==> src/rtl/imm_gen_pipe_if.sv <==
// Handshake bundle for imm_gen_pipe: instruction input side, decoded output side
// and the two event counters.
interface imm_gen_pipe_if #(
    parameter int XLEN  = 64,
    parameter int CNT_W = 16
);
    logic             in_valid;
    logic             in_ready;
    logic [31:0]      inst;
    logic             out_valid;
    logic             out_ready;
    logic [XLEN-1:0]  imm;
    logic [2:0]       fmt;
    logic             illegal;
    logic [CNT_W-1:0] cnt_total;
    logic [CNT_W-1:0] cnt_illegal;

    modport master (
        output in_valid, inst, out_ready,
        input  in_ready, out_valid, imm, fmt, illegal, cnt_total, cnt_illegal
    );

    modport slave (
        input  in_valid, inst, out_ready,
        output in_ready, out_valid, imm, fmt, illegal, cnt_total, cnt_illegal
    );
endinterface

==> src/rtl/imm_gen_pipe.sv <==
// Pipelined RV32I/RV64I immediate generator: one-cycle decode into an output
// register backed by a one-entry skid buffer, with flush and saturating counters.
module imm_gen_pipe #(
    parameter int XLEN  = 64,
    parameter int CNT_W = 16
) (
    input  logic          clk,
    input  logic          reset,
    input  logic          flush,
    imm_gen_pipe_if.slave bus
);

    localparam logic [2:0] FMT_R     = 3'd0;
    localparam logic [2:0] FMT_I     = 3'd1;
    localparam logic [2:0] FMT_S     = 3'd2;
    localparam logic [2:0] FMT_B     = 3'd3;
    localparam logic [2:0] FMT_U     = 3'd4;
    localparam logic [2:0] FMT_J     = 3'd5;
    localparam logic [2:0] FMT_SHIFT = 3'd6;

    localparam logic [6:0] OP_LOAD     = 7'b0000011;
    localparam logic [6:0] OP_MISC_MEM = 7'b0001111;
    localparam logic [6:0] OP_JALR     = 7'b1100111;
    localparam logic [6:0] OP_SYSTEM   = 7'b1110011;
    localparam logic [6:0] OP_IMM      = 7'b0010011;
    localparam logic [6:0] OP_IMM_32   = 7'b0011011;
    localparam logic [6:0] OP_STORE    = 7'b0100011;
    localparam logic [6:0] OP_BRANCH   = 7'b1100011;
    localparam logic [6:0] OP_LUI      = 7'b0110111;
    localparam logic [6:0] OP_AUIPC    = 7'b0010111;
    localparam logic [6:0] OP_JAL      = 7'b1101111;
    localparam logic [6:0] OP_OP       = 7'b0110011;
    localparam logic [6:0] OP_OP_32    = 7'b0111011;

    typedef struct packed {
        logic [XLEN-1:0] imm;
        logic [2:0]      fmt;
        logic            ill;
    } dec_t;

    function automatic dec_t decode(input logic [31:0] ir);
        dec_t                   d;
        logic [6:0]             op;
        logic [2:0]             f3;
        logic                   is_shift;
        logic signed [XLEN-1:0] ext;
        logic signed [11:0]     imm_i;
        logic signed [11:0]     imm_s;
        logic signed [12:0]     imm_b;
        logic signed [31:0]     imm_u;
        logic signed [20:0]     imm_j;

        op       = ir[6:0];
        f3       = ir[14:12];
        is_shift = (f3 == 3'b001) || (f3 == 3'b101);
        imm_i    = ir[31:20];
        imm_s    = {ir[31:25], ir[11:7]};
        imm_b    = {ir[31], ir[7], ir[30:25], ir[11:8], 1'b0};
        imm_u    = {ir[31:12], 12'b0};
        imm_j    = {ir[31], ir[19:12], ir[20], ir[30:21], 1'b0};

        ext   = '0;
        d.fmt = FMT_R;
        d.ill = 1'b0;

        case (op)
            OP_LOAD, OP_MISC_MEM, OP_JALR, OP_SYSTEM: begin
                ext   = XLEN'(imm_i);
                d.fmt = FMT_I;
            end
            OP_IMM: begin
                if (is_shift) begin
                    // Shift amount only; funct7 bits above it never leak into imm.
                    ext[4:0] = ir[24:20];
                    if (XLEN == 64) ext[5] = ir[25];
                    d.fmt = FMT_SHIFT;
                end else begin
                    ext   = XLEN'(imm_i);
                    d.fmt = FMT_I;
                end
            end
            OP_IMM_32: begin
                if (XLEN == 64 && f3 == 3'b000) begin
                    ext   = XLEN'(imm_i);
                    d.fmt = FMT_I;
                end else if (XLEN == 64 && is_shift) begin
                    ext[4:0] = ir[24:20];
                    d.fmt    = FMT_SHIFT;
                end else begin
                    d.ill = 1'b1;
                end
            end
            OP_STORE: begin
                ext   = XLEN'(imm_s);
                d.fmt = FMT_S;
            end
            OP_BRANCH: begin
                ext   = XLEN'(imm_b);
                d.fmt = FMT_B;
            end
            OP_LUI, OP_AUIPC: begin
                ext   = XLEN'(imm_u);
                d.fmt = FMT_U;
            end
            OP_JAL: begin
                ext   = XLEN'(imm_j);
                d.fmt = FMT_J;
            end
            OP_OP: begin
                d.fmt = FMT_R;
            end
            OP_OP_32: begin
                d.ill = (XLEN != 64);
            end
            default: begin
                d.ill = 1'b1;
            end
        endcase

        if (d.ill) begin
            d.imm = '0;
            d.fmt = FMT_R;
        end else begin
            d.imm = ext;
        end
        return d;
    endfunction

    function automatic logic [CNT_W-1:0] sat_inc(input logic [CNT_W-1:0] c);
        return (&c) ? c : c + CNT_W'(1);
    endfunction

    // Stage p0: combinational decode of the presented instruction
    dec_t dec_p0;
    logic accept_p0;
    logic pop_p1;

    dec_t             out_p1;
    logic             vld_p1;
    dec_t             skid_p1;
    logic             skid_vld_p1;
    logic [CNT_W-1:0] cnt_total_q;
    logic [CNT_W-1:0] cnt_illegal_q;

    assign dec_p0    = decode(bus.inst);
    assign accept_p0 = bus.in_valid && !skid_vld_p1;
    assign pop_p1    = vld_p1 && bus.out_ready;

    // Stage p1: output register with one-entry skid behind it
    always_ff @(posedge clk or posedge reset) begin
        if (reset) begin
            vld_p1        <= 1'b0;
            out_p1        <= '0;
            skid_vld_p1   <= 1'b0;
            skid_p1       <= '0;
            cnt_total_q   <= '0;
            cnt_illegal_q <= '0;
        end else begin
            if (accept_p0) begin
                cnt_total_q <= sat_inc(cnt_total_q);
                if (dec_p0.ill) cnt_illegal_q <= sat_inc(cnt_illegal_q);
            end

            if (flush) begin
                vld_p1      <= 1'b0;
                skid_vld_p1 <= 1'b0;
            end else if (!vld_p1 || pop_p1) begin
                // A full skid blocks new accepts, so it is always the older entry.
                if (skid_vld_p1) begin
                    out_p1      <= skid_p1;
                    vld_p1      <= 1'b1;
                    skid_vld_p1 <= 1'b0;
                end else begin
                    vld_p1 <= accept_p0;
                    if (accept_p0) out_p1 <= dec_p0;
                end
            end else if (accept_p0) begin
                skid_p1     <= dec_p0;
                skid_vld_p1 <= 1'b1;
            end
        end
    end

    assign bus.in_ready    = !skid_vld_p1;
    assign bus.out_valid   = vld_p1;
    assign bus.imm         = out_p1.imm;
    assign bus.fmt         = out_p1.fmt;
    assign bus.illegal     = out_p1.ill;
    assign bus.cnt_total   = cnt_total_q;
    assign bus.cnt_illegal = cnt_illegal_q;

endmodule

==> src/flat_wrapper.sv <==
// flat-port wrapper written by rule: the top's interface ports become plain ports
module imm_gen_pipe_flat 
#(
    parameter int XLEN  = 64,
    parameter int CNT_W = 16
)
  (clk, reset, flush, bus_in_valid, bus_inst, bus_out_ready, bus_in_ready, bus_out_valid, bus_imm, bus_fmt, bus_illegal, bus_cnt_total, bus_cnt_illegal);
  imm_gen_pipe_if #(.XLEN(XLEN), .CNT_W(CNT_W)) bus_i ();
  input  logic clk;
  input  logic reset;
  input  logic flush;
  input wire logic [$bits(bus_i.in_valid)-1:0] bus_in_valid;
  input wire logic [$bits(bus_i.inst)-1:0] bus_inst;
  input wire logic [$bits(bus_i.out_ready)-1:0] bus_out_ready;
  output wire logic [$bits(bus_i.in_ready)-1:0] bus_in_ready;
  output wire logic [$bits(bus_i.out_valid)-1:0] bus_out_valid;
  output wire logic [$bits(bus_i.imm)-1:0] bus_imm;
  output wire logic [$bits(bus_i.fmt)-1:0] bus_fmt;
  output wire logic [$bits(bus_i.illegal)-1:0] bus_illegal;
  output wire logic [$bits(bus_i.cnt_total)-1:0] bus_cnt_total;
  output wire logic [$bits(bus_i.cnt_illegal)-1:0] bus_cnt_illegal;
  assign bus_i.in_valid = bus_in_valid;
  assign bus_i.inst = bus_inst;
  assign bus_i.out_ready = bus_out_ready;
  assign bus_in_ready = bus_i.in_ready;
  assign bus_out_valid = bus_i.out_valid;
  assign bus_imm = bus_i.imm;
  assign bus_fmt = bus_i.fmt;
  assign bus_illegal = bus_i.illegal;
  assign bus_cnt_total = bus_i.cnt_total;
  assign bus_cnt_illegal = bus_i.cnt_illegal;
  imm_gen_pipe #(.XLEN(XLEN), .CNT_W(CNT_W)) u_core (.clk(clk), .reset(reset), .flush(flush), .bus(bus_i));
endmodule
==> config.mk <==
export PLATFORM = sky130hd
export DESIGN_NAME = imm_gen_pipe_flat
export DESIGN_NICKNAME = d
export VERILOG_FILES = /design/src/rtl/imm_gen_pipe_if.sv /design/src/rtl/imm_gen_pipe.sv /design/src/flat_wrapper.sv
export SDC_FILE = /design/constraint.sdc
export NUM_CORES = 1
export LEC_CHECK = 0
export ABC_AREA = 1
export CORE_AREA = 8 8 133 135
export DETAILED_ROUTE_END_ITERATION = 10
export DIE_AREA = 0 0 141 143
export PLACE_DENSITY = 0.71
export SETUP_SLACK_MARGIN = 0.5
export SLEW_MARGIN = 5
export SYNTH_ARGS = -nofsm -noshare
export SYNTH_HDL_FRONTEND = slang
export SYNTH_SLANG_ARGS = --single-unit
==> constraint.sdc <==
create_clock -name clk -period 5.5 [get_ports clk]
set_input_delay 1.1 -clock clk [delete_from_list [all_inputs] [get_ports clk]]
set_output_delay 1.1 -clock clk [all_outputs]
set_load 0.005 [all_outputs]
==> results of run 1 <==
-- final cells by class --
cell class | count | area (sq um)
flip-flops and latches | 106 | 2653
well taps | 216 | 270.3
clock buffers | 11 | 242.7
fillers | 1534 | 7273
inverters | 85 | 321.6
repair buffers | 143 | 1419
multi-input cells | 706 | 3356
clock inverters | 5 | 62.56
-- layout by cell type, fill, tap and decap left out, types with 2 or more instances in the layout --
master             n
a21oi_1           48
nand4_1           41
nand3_2            3
nor2_1           103
nand3_1           81
nor2_2             7
xnor2_1           11
nor2_8             4
xor2_1            16
dfrtp_1          106
clkdlybuf4s50_1  138
inv_2             10
buf_4              5
o211ai_1           2
and2_1             2
nand2_4            3
inv_1             73
nor3_1             5
nand2_1          316
nand2_2            9
ha_1               2
o21ai_0           17
o21ai_1           26
nor2_4             4
clkbuf_16          9
-- metal layers --
| metal | part of all wire | up-vias | track usage |
|---|---|---|---|
| li1 | - | 3226 | - |
| met1 | 0.46 | 2998 | 0.2422 |
| met2 | 0.46 | 186 | 0.3058 |
| met3 | 0.062 | 20 | 0.03639 |
| met4 | 0.017 | 0 | 0.06674 |
| met5 | 0 | - | 0 |
-- stage by stage --
stage / total power, mW / worst slack [ns]
2_1_floorplan: 1.276 / 1.611
3_3_place_gp: 1.507 / 1.811
3_5_place_dp: 1.521 / 1.736
4_1_cts: 2.202 / 2.102
5_1_grt: 2.297 / 1.709
6_report: 2.178 / 2.024
-- critical path: stages --
cell and delay, ns:
clkdlybuf4s50_1 0.50, inv_2 0.12, nand2_1 0.05, nor2_1 0.66, nand2_2 0.13, nand3_2 0.28, nand2_2 0.50, nand4_1 0.25
nand2_1 0.09, nand2_1 0.06
-- sequential cells by signal, summed over array words and instances (netlist names) --
name / count
u_core.bus.cnt_total: 16
u_core.bus.cnt_illegal: 16
u_core.bus.imm: 32
u_core.bus.out_valid: 1
u_core.skid_vld_p1: 1
u_core.bus.illegal: 1
u_core.bus.fmt: 3
u_core.skid_p1: 36
-- worst min path at each step --
stage,from,endpoint,slack (ns),cells after the start
floorplan,u_core.skid_p1[10],u_core.skid_p1[10],0.45,2
global placement,u_core.bus.illegal,u_core.bus.illegal,0.46,2
detailed placement,u_core.bus.imm[25],u_core.bus.imm[25],0.46,2
CTS,u_core.bus.imm[25],u_core.bus.imm[25],0.48,2
global route,u_core.bus.imm[7],u_core.bus.imm[7],0.51,2
finish,u_core.bus.imm[26],u_core.bus.imm[26],0.48,2
-- cell families after synthesis --
group / Yosys count / synth area share
AOI/OAI and AO/OA: 96 / 0.07249
xor gates and xnor gates: 27 / 0.03460
adders and majority gates: 2 / 0.003660
buffers and inverters: 167 / 0.1225
DFF: 106 / 0.3881
and+or+nand+nor: 581 / 0.3787
-- power breakdown --
group / internal [mW] / switching, mW / total (mW)
clock network: 0.369 / 0.310 / 0.680
registers: 0.898 / 0.0907 / 0.989
logic: 0.261 / 0.248 / 0.509
==> results.toml, run 1 <==
[run_status]
status = "finished clean"

[placed_design]
gp_congestion = 0.9181
dpl_cell_area_sq_um = 8019
io_buffers = 138
dp_hpwl_mm = 13.11
dp_cells = 1256

[detailed_routing]
drc = 0
first_iter_violations = 490
via_per_inst = 5.055
drt_wl_total_mm = 18.52
avgRoutedWirePerCell_microns = 14.56
first_pass_iters = 5
postRouteAntennaNets = 0
via_count = 6430

[global_routing]
grt_pass1_wl_mm = 30.46
antenna_found_initial = 0
grt_max_degree = 81
grt_overflow_total = 0
grt_pass1_vias = 6041
track_usage = 0.1871

[finish]
nets = 1090
layout-drive-gt1-share = 0.06155
design_area_sq_um = 8324
stdcell_count = 1272
area_growth_pct = 21.78
finish.utilization = 0.5337
n_antenna_cell = 0

[die]
ioPinCount = 139
initial_core_util = 0.4382
core_area_sq_um = 15600
fp.dieH_microns = 143
fp.dieW_microns = 141
rows = 46
die_area_sq_um = 20160

[synth]
yosysSeqAreaShare = 0.3881
synth_ff_type = "dfrtp_1"
ys_types = 34
synth_top_area_frac = 0.3881
syn_area_sq_um = 6835
synth_edf_count = 0
synth-seq-cells = 106
synth.most_common_cell = "nand2_1"
synth_area_leaders = "dfrtp_1, nand2_1, nand3_1, nor2_1, inv_1"
avgSynthCellArea_sq_um = 6.982
yosys_warnings = 0
synth_nets = 1018
synth_cells = 979
ys_async_sr_fraction = 1.000
synth_top_cell_by_area = "dfrtp_1"
synthTopCellsByCount = "nand2_1, dfrtp_1, nor2_1"

[sta]
finalHoldViolations = 0
fmax_ghz = 0.2877
max_slew_margin = 0.3301
fin_skew_ns = 0.008472
fin_crit_sh = 0.6320
finalSetupViolations = 0
hold_ws_ns = 0.4754
fin_setup_tns_ns = 0
fin_crit_ns = 3.476
tightest_slew_ns = 1.005
rsz0062_at_grt = "false"
final_max_slew_viol_count = 0

[clock_tree]
htreeDepth = 3
cts_tree = "done"
clock_sinks = 106
clk_path_buf_depth = 2
cts_hold_buf = 0
ctsResizeCount = 0
cts_root_buffer = "clkbuf_16"
cts_buffers = 9
cts_setup_buffers = 0
insertion_delay_ns = 0.36
path_clk_slew_ns = 0.06

[critical_path]
start_kind = "primary input"
end_kind = "flop"
r2r_start = "u_core.skid_vld_p1"
cp-startpoint = "bus_inst[3]"
cp-endpoint = "u_core.bus.imm[24]"
r2r_setup_slack_ns = 2.37
r2r_cells = 9
worst-setup-path-type = "in2reg"
crit_fanout = 42
timing.critical_path.required_ns = 5.79
crit_arrival_ns = 3.77
r2r-end = "u_core.bus.fmt[1]"

[power_and_ir_drop]
vdd_ir_drop_max_mv = 0.1685
p_leak_nw = 4.222
power_density_nw_per_um2 = 261.6

[job]
cap_violations = 0

[worst_hold_path]
hp-class = "reg2reg"
No activity file was read; power rests on OpenSTA's default activity.
==> run 2: changes to the inputs <==
--- a/config.mk
+++ b/config.mk
@@ -9,7 +9,7 @@
 export CORE_AREA = 8 8 133 135
 export DETAILED_ROUTE_END_ITERATION = 10
 export DIE_AREA = 0 0 141 143
-export PLACE_DENSITY = 0.71
+export PLACE_DENSITY = 0.74
 export SETUP_SLACK_MARGIN = 0.5
 export SLEW_MARGIN = 5
 export SYNTH_ARGS = -nofsm -noshare
==> constraint.sdc (replaced) <==
create_clock -name clk -period 2.9 [get_ports clk]
set_input_delay 0.58 -clock clk [delete_from_list [all_inputs] [get_ports clk]]
set_output_delay 0.58 -clock clk [all_outputs]
set_load 0.005 [all_outputs]
==> run 2 against run 1 <==
  * Clock power is 100% higher
  * Critical path depth down 8
  * Critical path type is now reg2out
  * Global-route usage shrank 0.099 points
  * Clock-buffer cell count stayed put
  * Setup slack got worse by 1.4 ns
==> results.toml, run 2 (synthesis gave the netlist of run 1 again) <==
[run_status]
status = "finished clean"

[detailed_routing]
first_pass_iters = 5
via_per_inst = 5.053
first_iter_violations = 624
drc = 0
avgRoutedWirePerCell_microns = 14.48
drt_wl_total_mm = 18.57
via_count = 6483
postRouteAntennaNets = 0

[sta]
max_slew_margin = 0.4942
finalSetupViolations = 0
fmax_ghz = 0.4355
fin_crit_sh = 0.7918
finalHoldViolations = 0
final_max_slew_viol_count = 0
fin_setup_tns_ns = 0
fin_crit_ns = 2.296
final.setup.worst_slack_ns = 0.6038
rsz0062_at_grt = "false"
hold_ws_ns = 0.4751
fin_skew_ns = 0.01109
tightest_slew_ns = 0.7587

[clock_tree]
cts_tree = "done"
path_clk_slew_ns = 0.07
cts_root_buffer = "clkbuf_16"
cts_setup_buffers = 0
htreeDepth = 3
clk_path_buf_depth = 2
insertion_delay_ns = 0.36
cts_buffers = 9
clock_sinks = 106

[die]
core_area_sq_um = 15600
fp.dieW_microns = 141
initial_core_util = 0.4382
rows = 46
fp.dieH_microns = 143
ioPinCount = 139
die_area_sq_um = 20160

[power_and_ir_drop]
fin_total_pwr_mw = 4.233
power_density_nw_per_um2 = 497.7
vdd_ir_drop_max_mv = 0.3341
p_leak_nw = 4.310

[global_routing]
grtUsageMet3 = 0.03339
grt_pass1_vias = 6002
grt_max_degree = 107
grt.met1_usage = 0.2486
grt_overflow_total = 0
grt_pass1_wl_mm = 30.48
track_usage = 0.1861
gr-usage-met2 = 0.2916
antenna_found_initial = 0
busiest_layer = "met2"

[placed_design]
gp_congestion = 0.9264
dpl_cell_area_sq_um = 8148
dp_cells = 1268
dp_hpwl_mm = 13.03
io_buffers = 138
pre_cts_slack_ns = 0.2842

[finish]
largest_reg_flops = 36
regMostFlops = "u_core.skid_p1"
layout-drive-gt1-share = 0.07310
nets = 1102
design_area_sq_um = 8506
finish.utilization = 0.5453
stdcell_count = 1283
final_cell_mix = "nand2_1, clkdlybuf4s50_1, dfrtp_1"
n_antenna_cell = 0
area_growth_pct = 24.44
final_common_cell = "nand2_1"
fillCellCount = 1501

[critical_path]
crit_arrival_ns = 1.72
start_kind = "flop"
r2r_setup_slack_ns = 0.89
timing.critical_path.required_ns = 2.32
crit_fanout = 11
end_kind = "output port"
worst-setup-path-type = "reg2out"

[worst_hold_path]
hp-class = "reg2reg"

[job]
cap_violations = 0
==> run 2: cell count changes in the layout (fill, tap and decap cells not counted), sizes merged <==
cell / before / now
inv: 85 / 84
clkinv: 3 / 2
bufinv: 1 / 2
buf: 5 / 17
==> run 2: power breakdown <==
part / internal, mW / leakage, nW / switching, mW
clock network: 0.802 / 0.162 / 0.574
logic: 0.504 / 2.74 / 0.472
registers: 1.70 / 1.40 / 0.176
==> run 2: cell type report <==
cell class              instances  area [sq um]  area share
repair buffers                155          1550      0.1823
inverters                      85         322.8     0.03795
clock buffers                  11         252.7     0.02971
clock inverters                 4         73.82    0.008679
multi-input cells             706          3382      0.3976
flip-flops and latches        106          2654      0.3120
well taps                     216         270.3     0.03177
==> run 2: final timing paths <==
| kind | start | cells past startpoint | to |
|---|---|---|---|
| worst max-delay path | u_core.skid_vld_p1 | 2 | bus_in_ready |
| worst min-delay path | u_core.bus.imm[25] | 2 | u_core.bus.imm[25] |
| worst max register to register | u_core.skid_vld_p1 | 7 | u_core.bus.fmt[1] |
| worst min register to register | u_core.bus.imm[25] | 2 | u_core.bus.imm[25] |
| max in group asynchronous | reset | 3 | u_core.bus.imm[62] |
| min in group asynchronous | reset | 3 | u_core.bus.cnt_illegal[2] |
==> run 2: routing by layer <==
metal | routed length [microns] | part of all wire | vias to the layer above
li1 | - | - | 3245
met1 | 8401 | 0.45 | 3013
met2 | 8489 | 0.46 | 195
met3 | 1226 | 0.066 | 30
met4 | 456 | 0.025 | 0
met5 | 0 | 0 | -
==> run 2: worst max-delay path, cell delays in order, from the launching register on <==
cell             delay (ns)
dfrtp_1                0.40
inv_1                  0.36
clkdlybuf4s50_1        0.60
==> run 2: timing repair <==
| item | CTS | global route |
|---|---|---|
| hold buffers | 0 | 0 |
| gates resized for setup | 1 | 5 |
| setup endpoints to repair | 33 | 46 |
==> run 3: changes to the inputs <==
==> constraint.sdc (replaced) <==
create_clock -name clk -period 2 [get_ports clk]
set_input_delay 0.4 -clock clk [delete_from_list [all_inputs] [get_ports clk]]
set_output_delay 0.4 -clock clk [all_outputs]
set_load 0.005 [all_outputs]
==> run 3 against run 2 <==
  * Final area is 23% higher
  * Worst hold slack worse by 0.077 ns
  * Die area did not move
  * Sequential power grew 40%
  * Utilization rose by 12 points
  * Global-route usage rose by 3.7 points
  * Clock power up 36%
  * Setup slack got worse by 0.26 ns
  * Critical endpoint is now bus_imm[37]
  * Highest routed layer is now met5
  * Sequential share of layout area down 5.6 points
  * Clock-buffer cell count is 1 lower
  * First-iteration DRC count grew 23%
==> results.toml, run 3 (synthesis gave the netlist of run 1 again) <==
[critical_path]
crit_fanout = 6
crit_chain = "buf_6 > buf_16 > buf_12 > buf_6"
crit_top_cell = "buf_6"
worst-setup-path-type = "reg2out"
critPathMaxStageDelay_ns = 0.39
timing.critical_path.required_ns = 1.60
crit_arrival_ns = 1.26
cp.buffers_inverters = 4
cp_top_family = "buffers and inverters"
r2r_setup_slack_ns = 0.39
start_kind = "flop"
cpMaxStageDelayCell = "dfrtp_1"
end_kind = "output port"

[clock_tree]
path_clk_slew_ns = 0.07
htreeDepth = 3
cts_buffers = 9
cts_root_buffer = "clkbuf_16"
cts_hold_buf = 0
cts_tree = "done"
clock_sinks = 106
insertion_delay_ns = 0.37
clk_path_buf_depth = 2

[placed_design]
gp_congestion = 0.9401
pre_cts_slack_ns = -0.4449
io_buffers = 138
dpl_cell_area_sq_um = 8638
dp_hpwl_mm = 14.39

[sta]
hold_ws_ns = 0.3977
finalHoldViolations = 0
fin_skew_ns = 0.007542
max_slew_margin = 0.6681
tightest_slew_ns = 0.4978
fin_crit_ns = 1.660
final.setup.worst_slack_ns = 0.3400
rsz0062_at_grt = "true"
final_max_slew_viol_count = 0
finalSetupViolations = 0
fmax_ghz = 0.6024
fin_crit_sh = 0.8300

[finish]
largest_reg_flops = 36
nets = 1252
final_common_cell = "nand2_1"
layout-drive-gt1-share = 0.2939
final_cell_mix = "nand2_1, buf_4, dfrtp_1"
design_area_sq_um = 10430
area_growth_pct = 52.52
regMostFlops = "u_core.skid_p1"

[job]
cap_violations = 0

[global_routing]
grt_overflow_total = 0
antenna_found_initial = 1
grt_max_degree = 58
grt_pass1_vias = 7270
grt_pass1_wl_mm = 35.96
track_usage = 0.2228

[detailed_routing]
via_count = 7643
first_iter_violations = 767
postRouteAntennaNets = 0
via_per_inst = 5.326
drc = 0
avgRoutedWirePerCell_microns = 16.99
drt_wl_total_mm = 24.38
first_pass_iters = 5

[die]
fp.dieH_microns = 143
fp.dieW_microns = 141
die_area_sq_um = 20160
ioPinCount = 139
rows = 46
core_area_sq_um = 15600
initial_core_util = 0.4382

[run_status]
status = "finished clean"

[power_and_ir_drop]
vdd_ir_drop_max_mv = 0.4593
p_leak_nw = 5.678
power_density_nw_per_um2 = 647.3
fin_total_pwr_mw = 6.748

[worst_hold_path]
hp-class = "in2async"
run 3: cell count changes in the layout (fill, tap and decap cells not counted), sizes merged, moves of 2 or more:
cell           change
dlygate4sd2       +67
bufbuf             +2
clkdlybuf4s50    -113
nor2               +2
buf              +180
clkbuf             +8
inv                +2
run 3: final timing paths:
check / end / from / cells past startpoint
worst max-delay path: bus_imm[37] / u_core.bus.imm[62] / 4
worst min-delay path: u_core.skid_p1[66] / reset / 2
worst max register to register: u_core.bus.cnt_illegal[14] / u_core.bus.cnt_illegal[1] / 10
worst min register to register: u_core.bus.imm[30] / u_core.bus.imm[30] / 2
max in group asynchronous: u_core.bus.cnt_illegal[8] / reset / 3
min in group clk: u_core.bus.imm[30] / u_core.bus.imm[30] / 2
run 3: what timing repair did:
| action | in CTS | in global routing |
|---|---|---|
| setup buffers | 74 | 10 |
| pin swaps | 25 | 27 |
| setup endpoints to repair | 205 | 134 |
| gates resized for setup | 347 | 94 |
| cloned | 11 | 6 |
run 3: routing by layer:
metal	wire length (microns)	global-route usage	up-vias
li1	-	-	3570
met1	9924	0.2735	3565
met2	11460	0.3754	428
met3	2111	0.05075	78
met4	866	0.08314	2
met5	13	0	-
run 3: cell type report:
cell class,count,area [sq um]
clock buffers,10,239.0
inverters,85,347.8
diodes,1,2.502
flip-flops and latches,106,2666
fillers,1203,5172
well taps,216,270.3
clock inverters,6,65.06
repair buffers,301,3012
multi-input cells,709,3816
repair inverters,1,6.256
run 3: worst register-to-register path: cells and delay by family, from the launching register on:
kind,cells,cell delay (ns)
adder cells (fa/ha/maj),1,0.17
flip-flops,1,0.41
buffers and inverters,2,0.18
AND/OR/NAND/NOR,7,0.75
run 3: per-stage QoR:
step	setup TNS, ns	std cells	utilization
6_report	0	1435	0.6684
5_1_grt	0	1434	0.6682
4_1_cts	0	1418	0.6363
3_5_place_dp	-27.47	1317	0.5538
3_3_place_gp	-23.81	1317	0.5538
2_1_floorplan	0	979	-
run 3: power breakdown:
| part | switching (mW) | internal, mW | total (mW) |
|---|---|---|---|
| Sequential | 0.152 | 2.48 | 2.63 |
| Combinational | 1.14 | 1.10 | 2.24 |
| Clock | 0.867 | 1.01 | 1.88 |
| Total | 2.16 | 4.59 | 6.75 |
